File: src/rtl/uart_pkg.sv
// Shared types and constants for the UART transmit path.
// The helpers derive frame length and watchdog limits from clock and baud rate.
package uart_pkg;

    localparam int UART_DATA_W    = 8;
    localparam int CLK_HZ         = 50_000_000;
    localparam int BAUD           = 115200;
    localparam int BITS_PER_FRAME = 10;  // start + 8 data + stop

    typedef enum logic [1:0] {
        IDLE      = 2'd0,
        LAUNCH    = 2'd1,
        WAIT_DONE = 2'd2,
        HOLD      = 2'd3
    } arb_state_t;

    function automatic int frame_cycles(input int clk_hz, input int baud);
        return (clk_hz / baud) * BITS_PER_FRAME;
    endfunction

    function automatic int done_timeout_cycles(input int clk_hz, input int baud,
                                               input int margin_pct);
        return (frame_cycles(clk_hz, baud) * (100 + margin_pct)) / 100;
    endfunction

endpackage

File: src/rtl/rr_picker.sv
// Combinational round-robin select: first set request at or above i_ptr, wrapping at N.
// Kept generic so RX/TX muxes elsewhere can share it.
module rr_picker #(
    parameter int N = 4
) (
    input  logic [N-1:0]         i_req,
    input  logic [$clog2(N)-1:0] i_ptr,
    output logic [N-1:0]         o_grant,
    output logic [$clog2(N)-1:0] o_idx,
    output logic                 o_any
);

    localparam int IDX_W = $clog2(N);

    always_comb begin : pick
        int j;
        j       = 0;
        o_grant = '0;
        o_idx   = '0;
        o_any   = 1'b0;
        for (int k = 0; k < N; k++) begin
            j = int'(i_ptr) + k;
            if (j >= N) begin
                j = j - N;
            end
            if (!o_any && i_req[j]) begin
                o_any      = 1'b1;
                o_grant[j] = 1'b1;
                o_idx      = IDX_W'(j);
            end
        end
    end

endmodule

File: src/rtl/uart_tx_arbiter.sv
// Shares one 8N1 tx core between N_REQ byte producers with round-robin arbitration
// and frame locking; watchdogs recover from a dead core or a stalled frame owner.
//   state     | meaning
//   IDLE      | no owner; pick next requester round-robin from rr_ptr
//   LAUNCH    | byte captured in tx_din; tx_start pulses this cycle
//   WAIT_DONE | core busy; wait for tx_done_tick or done watchdog
//   HOLD      | mid-frame; only the owner may hand over its next byte
module uart_tx_arbiter
    import uart_pkg::*;
#(
    parameter int N_REQ        = 4,
    parameter int DATA_W       = UART_DATA_W,
    parameter int DONE_TIMEOUT = 8000,
    parameter int HOLD_TIMEOUT = 1000
) (
    input  logic                      i_clk,
    input  logic                      i_rst,
    input  logic [N_REQ-1:0]          i_req_valid,
    input  logic [N_REQ*DATA_W-1:0]   i_req_data,
    input  logic [N_REQ-1:0]          i_req_last,
    output logic [N_REQ-1:0]          o_req_ready,
    output logic [DATA_W-1:0]         o_tx_din,
    output logic                      o_tx_start,
    input  logic                      i_tx_done_tick,
    output logic                      o_busy,
    output logic [$clog2(N_REQ)-1:0]  o_grant_id,
    output logic                      o_timeout_err
);

    localparam int IDX_W  = $clog2(N_REQ);
    localparam int MAX_TO = (DONE_TIMEOUT > HOLD_TIMEOUT) ? DONE_TIMEOUT : HOLD_TIMEOUT;
    localparam int CNT_W  = $clog2(MAX_TO) + 1;

    localparam logic [CNT_W-1:0] DONE_LAST = CNT_W'(DONE_TIMEOUT - 1);
    localparam logic [CNT_W-1:0] HOLD_LAST = CNT_W'(HOLD_TIMEOUT - 1);
    localparam logic [CNT_W-1:0] CNT_SAT   = {CNT_W{1'b1}};
    localparam logic [IDX_W-1:0] IDX_LAST  = IDX_W'(N_REQ - 1);

    arb_state_t        r_state;
    arb_state_t        w_state_nxt;
    logic [CNT_W-1:0]  r_cnt;
    logic [IDX_W-1:0]  r_rr_ptr;
    logic [IDX_W-1:0]  r_grant_id;
    logic [DATA_W-1:0] r_tx_din;
    logic              r_last_q;

    logic [N_REQ-1:0]  w_pick_grant;
    logic [IDX_W-1:0]  w_pick_idx;
    logic              w_pick_any;
    logic [IDX_W-1:0]  w_sel_idx;
    logic [IDX_W-1:0]  w_owner_nxt;
    logic              w_owner_valid;
    logic              w_accept;
    logic              w_release;
    logic              w_timeout;
    logic [N_REQ-1:0]  w_ready;
    logic [DATA_W-1:0] w_req_bytes [N_REQ];

    for (genvar g = 0; g < N_REQ; g++) begin : g_bytes
        assign w_req_bytes[g] = i_req_data[g*DATA_W +: DATA_W];
    end

    rr_picker #(
        .N (N_REQ)
    ) u_picker (
        .i_req   (i_req_valid),
        .i_ptr   (r_rr_ptr),
        .o_grant (w_pick_grant),
        .o_idx   (w_pick_idx),
        .o_any   (w_pick_any)
    );

    assign w_owner_valid = i_req_valid[r_grant_id];
    assign w_owner_nxt   = (r_grant_id == IDX_LAST) ? '0 : r_grant_id + IDX_W'(1);

    always_comb begin
        w_state_nxt = r_state;
        w_ready     = '0;
        w_accept    = 1'b0;
        w_sel_idx   = r_grant_id;
        w_release   = 1'b0;
        w_timeout   = 1'b0;
        case (r_state)
            IDLE: begin
                if (w_pick_any) begin
                    w_ready     = w_pick_grant;
                    w_accept    = 1'b1;
                    w_sel_idx   = w_pick_idx;
                    w_state_nxt = LAUNCH;
                end
            end
            LAUNCH: begin
                w_state_nxt = WAIT_DONE;
            end
            WAIT_DONE: begin
                // a tick arriving in the expiry cycle still counts as success
                if (i_tx_done_tick) begin
                    if (r_last_q) begin
                        w_release   = 1'b1;
                        w_state_nxt = IDLE;
                    end else begin
                        w_state_nxt = HOLD;
                    end
                end else if (r_cnt >= DONE_LAST) begin
                    w_timeout   = 1'b1;
                    w_release   = 1'b1;
                    w_state_nxt = IDLE;
                end
            end
            HOLD: begin
                if (w_owner_valid) begin
                    w_ready[r_grant_id] = 1'b1;
                    w_accept            = 1'b1;
                    w_state_nxt         = LAUNCH;
                end else if (r_cnt >= HOLD_LAST) begin
                    w_timeout   = 1'b1;
                    w_release   = 1'b1;
                    w_state_nxt = IDLE;
                end
            end
            default: begin
                w_state_nxt = IDLE;
            end
        endcase
        if (i_rst) begin
            w_ready   = '0;
            w_timeout = 1'b0;
        end
    end

    always_ff @(posedge i_clk) begin
        if (i_rst) begin
            r_state    <= IDLE;
            r_cnt      <= '0;
            r_rr_ptr   <= '0;
            r_grant_id <= '0;
            r_tx_din   <= '0;
            r_last_q   <= 1'b0;
        end else begin
            r_state <= w_state_nxt;
            if (w_state_nxt != r_state) begin
                r_cnt <= '0;
            end else if (r_cnt != CNT_SAT) begin
                r_cnt <= r_cnt + CNT_W'(1);
            end
            if (w_accept) begin
                r_tx_din   <= w_req_bytes[w_sel_idx];
                r_grant_id <= w_sel_idx;
                r_last_q   <= i_req_last[w_sel_idx];
            end
            if (w_release) begin
                r_rr_ptr <= w_owner_nxt;
            end
        end
    end

    assign o_req_ready   = w_ready;
    assign o_tx_din      = r_tx_din;
    assign o_tx_start    = (r_state == LAUNCH);
    assign o_busy        = (r_state != IDLE);
    assign o_grant_id    = r_grant_id;
    assign o_timeout_err = w_timeout;

endmodule

File: config.mk
export PLATFORM = sky130hd
export DESIGN_NAME = uart_tx_arbiter
export DESIGN_NICKNAME = d
export VERILOG_FILES = /design/src/rtl/uart_pkg.sv /design/src/rtl/rr_picker.sv /design/src/rtl/uart_tx_arbiter.sv
export SDC_FILE = /design/constraint.sdc
export NUM_CORES = 1
export LEC_CHECK = 0
export ABC_AREA = 1
export CORE_UTILIZATION = 45
export DETAILED_ROUTE_END_ITERATION = 12
export GPL_ROUTABILITY_DRIVEN = 0
export GPL_TIMING_DRIVEN = 1
export PLACE_DENSITY = 0.74
export SYNTH_ARGS = -nofsm -noshare
export SYNTH_HDL_FRONTEND = slang
export SYNTH_SLANG_ARGS = --single-unit
export TNS_END_PERCENT = 1
File: constraint.sdc
create_clock -name i_clk -period 2.7 [get_ports i_clk]
set_input_delay 0.27 -clock i_clk [delete_from_list [all_inputs] [get_ports i_clk]]
set_output_delay 0.27 -clock i_clk [all_outputs]
set_load 0.02 [all_outputs]
# Yosys cells after proc, flatten, opt, wreduce, memory -nomap -nowiden
# Cells that the tools add are included.
[classes]
n_eq_ne = 6
magnitude_cmp = 18
n_bitwise = 4
addsub = 9
muxes = 71
reduce_logical = 14
[ops]
columns = ["operator", "count"]
rows = [
  ["$ge A32 B1 Y1 const B", 4],
  ["$lt A32 B4 Y1 const B", 4],
  ["$mux W32", 4],
  ["$ge A32 B4 Y1 const B", 3],
  ["$sub A32 B4 Y32 const B", 3],
  ["$mux W1", 28],
  ["$mux W4", 7],
  ["$mux W2", 13],
  ["$bmux W8 S2", 1],
  ["$mux W8", 2],
  ["$add A14 B1 Y14 const B", 1],
  ["$ge A14 B10 Y1 const B", 1],
  ["$ge A14 B13 Y1 const B", 1],
  ["$ne A14 B14 Y1 const B", 1],
  ["$bmux W1 S2", 6],
  ["$or A4 B4 Y4", 3],
  ["$demux W1 S2", 5],
  ["$logic_and A1 B1 Y1", 8],
  ["$pmux W2 S4", 1],
  ["$pmux W4 S2", 1],
  ["$add A2 B2 Y3 const B", 2],
  ["$eq A2 B2 Y1 const B", 3],
  ["$lt A2 B3 Y1 const B", 2],
  ["$pmux W1 S2", 3],
  ["13 further kinds", 15],
]
[word_totals]
input_bits = 43
reg_bits = 29
out_inout_bits = 17
elab_cells = 128

# Depth between registers and ports, before layout
[logic_depth]
word_depth = 21
ltp_mapped = 18
ltp_nobuf = 16

# Hierarchy
# Synthesis repeated with hierarchy kept, for this count alone.
[unflattened]
hier_cells = 364
hier_area_um2 = 2366.0
[modules_own_cells]
columns = ["mod", "cells_per_inst", "seq_area_each_um2", "area_each_um2", "n_inst"]
rows = [
  ["uart_tx_arbiter", 287, 580.6, 1905.6, 1],
  ["rr_picker", 77, 0.0, 460.4, 1],
]

# Least setup slack after synthesis
# No wires, ideal clock.
[synth_path]
kind = "reg-to-output"
startpoint = "reg r_rr_ptr[0]"
endpoint = "out o_req_ready[1]"
n_path_buf = 1
stages_incl_launch_ff = 13
arrival_time_ps = 1868
t_required_ps = 2430
slack_ps = 562
path_cell_list = "dfxtp_1 -> buf_6 -> inv_6 -> ha_1 -> inv_1 -> nand3_1 -> nand2_2 -> nand3_2 -> inv_1 -> a21oi_1 -> o21ai_0 -> a22oi_1 -> nor2_1"
[synth_via]
elab_chain_cells = 18
elab_cells_between_ends = 67
classes_between = "add/sub (7); order compare (12); mux (35); bitwise (3); reduce/logical (10)"
[synth_rtl]
columns = ["item", "line", "text"]
rows = [
  ["start, declared", "uart_tx_arbiter.sv:42", "logic [IDX_W-1:0] r_rr_ptr;"],
  ["start signal, assigned", "uart_tx_arbiter.sv:152", "r_rr_ptr <= w_owner_nxt;"],
  ["parallel branches: the longest is 15 deep, another holds $sub A32 B4 Y32", "n/a", ""],
  ["$mux W4 (*)", "uart_tx_arbiter.sv:85", "if (w_pick_any) begin"],
  ["$pmux W4 S2 (*)", "uart_tx_arbiter.sv:83", "case (r_state)"],
  ["$mux W4 (*)", "uart_tx_arbiter.sv:125", "if (i_rst) begin"],
  ["end, declared", "uart_tx_arbiter.sv:21", "output logic [N_REQ-1:0] o_req_ready,"],
]
# Mark *: on every way between the ends. The select of a mux whose other input is x is not followed.

# Final worst setup path
[layout_path]
startpoint = "reg r_rr_ptr[1]"
endpoint = "out o_req_ready[1]"
# Same word-level chain as after synthesis.

==> reports/results.ini <==
[timing]
post-route-period-util = 0.9330
setup_tns_ps = 0
finalSetupViolCount = 0
tightest_slew_ps = 495.3
max_freq_ghz = 0.3970
fin_worst_skew_ps = 6.519
final.min_clock_period_ps = 2519
final-hold-violation-count = 0
rsz0062_at_grt = no
drv_slew = 0
slew_headroom = 0.6690

[floorplan]
rows = 26
coreArea_mm2 = 0.005172
die_w_um = 75.96
start_util = 0.4758
io_pins = 60
dieArea_mm2 = 0.005769
die_y_um = 75.96

[routing]
vias = 2640
final_antenna_net_count = 0
wl_um = 6085
viasPerCell = 4.972
first_pass_iters = 4
drc_errors = 0
wl_per_cell_um = 11.46
drtIter0Drc = 191

[cts]
cts_tree = done
htree_levels = 2
clock-root-buffer = clkbuf_8
clkSlewWorstSetupHoldPaths_ps = 70
cts_sinks = 29
cts_inserted_buffers = 5
ctsLongestPathBuffers = 2
clk_latency_ps = 270

[synthesis]
yosys_warnings = 0
syn_area_mm2 = 0.002461
yosysSeqAreaShare = 0.2359
synth.avg_cell_area_um2 = 6.199
synth_cell_types = 36
synth_cells = 397
syn-num-nets = 454
ys_ff_latch = 29

[power_and_ir_drop]
ir_drop_mv = 0.4678
p_per_area_mw_per_mm2 = 788.1
p_leak_uw = 0.001519

[hold_path]
hold_path_class = flop to flop
whs_path_depth = 2

[placement]
io_buffers = 59
hpwl_um = 4725
place_area_mm2 = 0.003112

[finish]
antenna_cells = 0
fillers = 488
final_nets = 517
multiInputGateArea_mm2 = 0.001625
drive_gt1_frac = 0.09111
final_core_util = 0.6292
fin_area_mm2 = 0.003254
seqCellArea_um2 = 581.8
syn2layout_area_growth_pct = 32.23

[job]
max_cap_violations = 0

[global_route]
grt.total_usage = 0.2188
grt.busiest_layer = met2
grt_pass1_wl_um = 10490
grt_max_degree = 21
grt-ovfl-total = 0
grt_util_met3 = 0.04337
use_met1 = 0.2912
first_global_vias = 2396
met2_usage = 0.3573
antenna_found_initial = 0

[setup_path]
required_ps = 2430
crit_path_top_delay_cell = dfxtp_1
end_kind = primary output
crit_path_cell_trace = inv_2 -> ha_4 -> inv_1 -> nand3_1 -> nand2_2 -> nand3_2 -> inv_1 -> a21oi_1 -> o21ai_0 -> a22oi_1 -> nor2_1 -> dlygate4sd2_1
cp-start-kind = flop
slowest_delay_ps = 350
arrival_ps = 2250
cp_common_cell = inv_1
worst-setup-path-type = flop to primary output
reg2reg_depth = 15
crit_fanout = 6

[run_status]
outcome = completed

-- path summary, 6_finish.rpt --
path,startpoint,end,slack [ps]
worst max-delay path,r_rr_ptr[1]$_SDFFE_PP0P_,o_req_ready[1],180
worst min-delay path,r_cnt[1]$_SDFFE_PP0P_,r_cnt[1]$_SDFFE_PP0P_,550
worst min register to register,r_cnt[1]$_SDFFE_PP0P_,r_cnt[1]$_SDFFE_PP0P_,550
worst max register to register,r_rr_ptr[1]$_SDFFE_PP0P_,r_last_q$_SDFFE_PP0P_,360
-- where the power goes --
part | switching (uW) | internal [uW]
clock | 165 | 366
combinational | 892 | 538
sequential | 79.4 | 524
-- synth_stat cells --
master	instances	area (um^2)
nand2_1	106	397.9
nor2_1	51	191.4
inv_1	48	180.2
nand3_1	44	220.2
dfxtp_1	29	580.6
a21oi_1	15	75.07
ha_1	14	175.2
nand2_2	12	75.07
o21ai_0	12	60.06
nand3b_1	7	52.55
nor3_1	5	25.02
xor2_1	5	43.79
a22oi_1	4	30.03
inv_2	4	15.01
nand4_1	4	25.02
o22ai_1	4	25.02
xnor2_1	4	35.03
buf_6	3	33.78
nand3_2	3	30.03
o21ai_1	3	15.01
buf_4	2	15.01
nand2_4	2	22.52
nor4_1	2	12.51
o21a_1	2	15.01
a211oi_1	1	7.510
a21oi_2	1	8.760
buf_2	1	5.000
clkbuf_1	1	3.750
inv_4	1	6.260
inv_6	1	8.760
mux2i_1	1	10.01
nand4_4	1	21.27
nor2_2	1	6.260
nor3_2	1	10.01
nor3_4	1	16.27
or2_0	1	6.260
-- cell families (layout without fill, tap and decap cells) --
| logic type | Yosys count | count (layout) | share of synthesized area |
|---|---|---|---|
| flops | 29 | 29 | 0.2359 |
| fa+ha+maj | 14 | 14 | 0.07118 |
| xor+xnor | 9 | 9 | 0.03203 |
| mux | 1 | 1 | 0.004067 |
| buf+inv | 61 | 125 | 0.1088 |
| simple gates | 241 | 241 | 0.4520 |
| compound gates | 42 | 42 | 0.09608 |
-- cells in the final DEF (no fill, tap or decap), drive strengths merged, types with 5 or more instances in the layout --
cell and instances:
nand4 5, clkdlybuf4s50 54, nand2 120, a21oi 16, nor3 7, nor2 52
nand3b 7, dfxtp 29, xor2 5, clkbuf 5, nand3 47, o21ai 15
ha 14, inv 54
-- sequential cells by signal, indices dropped and copies added, names as in the netlist --
name	count
o_grant_id	2
r_rr_ptr	2
o_tx_din	8
r_cnt	14
r_last_q	1
r_state	2
-- stage by stage --
step	hold slack (ps)	setup WS, ps	power (uW)	instances
6_report	547.7	180.9	2565	531
5_1_grt	587.6	0.2911	2775	531
4_1_cts	553.0	48.58	2567	531
3_5_place_dp	538.2	33.47	2028	523
3_3_place_gp	533.5	142.1	2008	523
2_1_floorplan	406.1	561.7	1618	397
-- worst max-delay path, delay by kind of cell (launching register included) --
family	cells	cell delay (ps)
AOI/OAI and AO/OA	3	400
buffers and inverters	4	550
adders and majority gates	1	300
DFF	1	350
and+or+nand+nor	4	370
-- cell type report --
type,count,share of cell area
sequential,29,0.1788
multi-input combinational,307,0.4994
tap,70,0.02691
clock inverter,3,0.01999
timing repair buffer,63,0.1892
inverter,54,0.06459
clock buffer,5,0.02115
-- per-layer routing --
metal  share of wire  wire length, um
met1            0.48             2924
met2            0.46             2785
met3           0.051              312
met4           0.010               62
met5               0                0
-- timing repair --
item,in CTS,in global routing
setup endpoints to repair,5,5
gates resized for setup,5,3
setup buffers,0,0
cloned,0,0
hold buffers,0,0
Power figures use the tool's default switching activity.
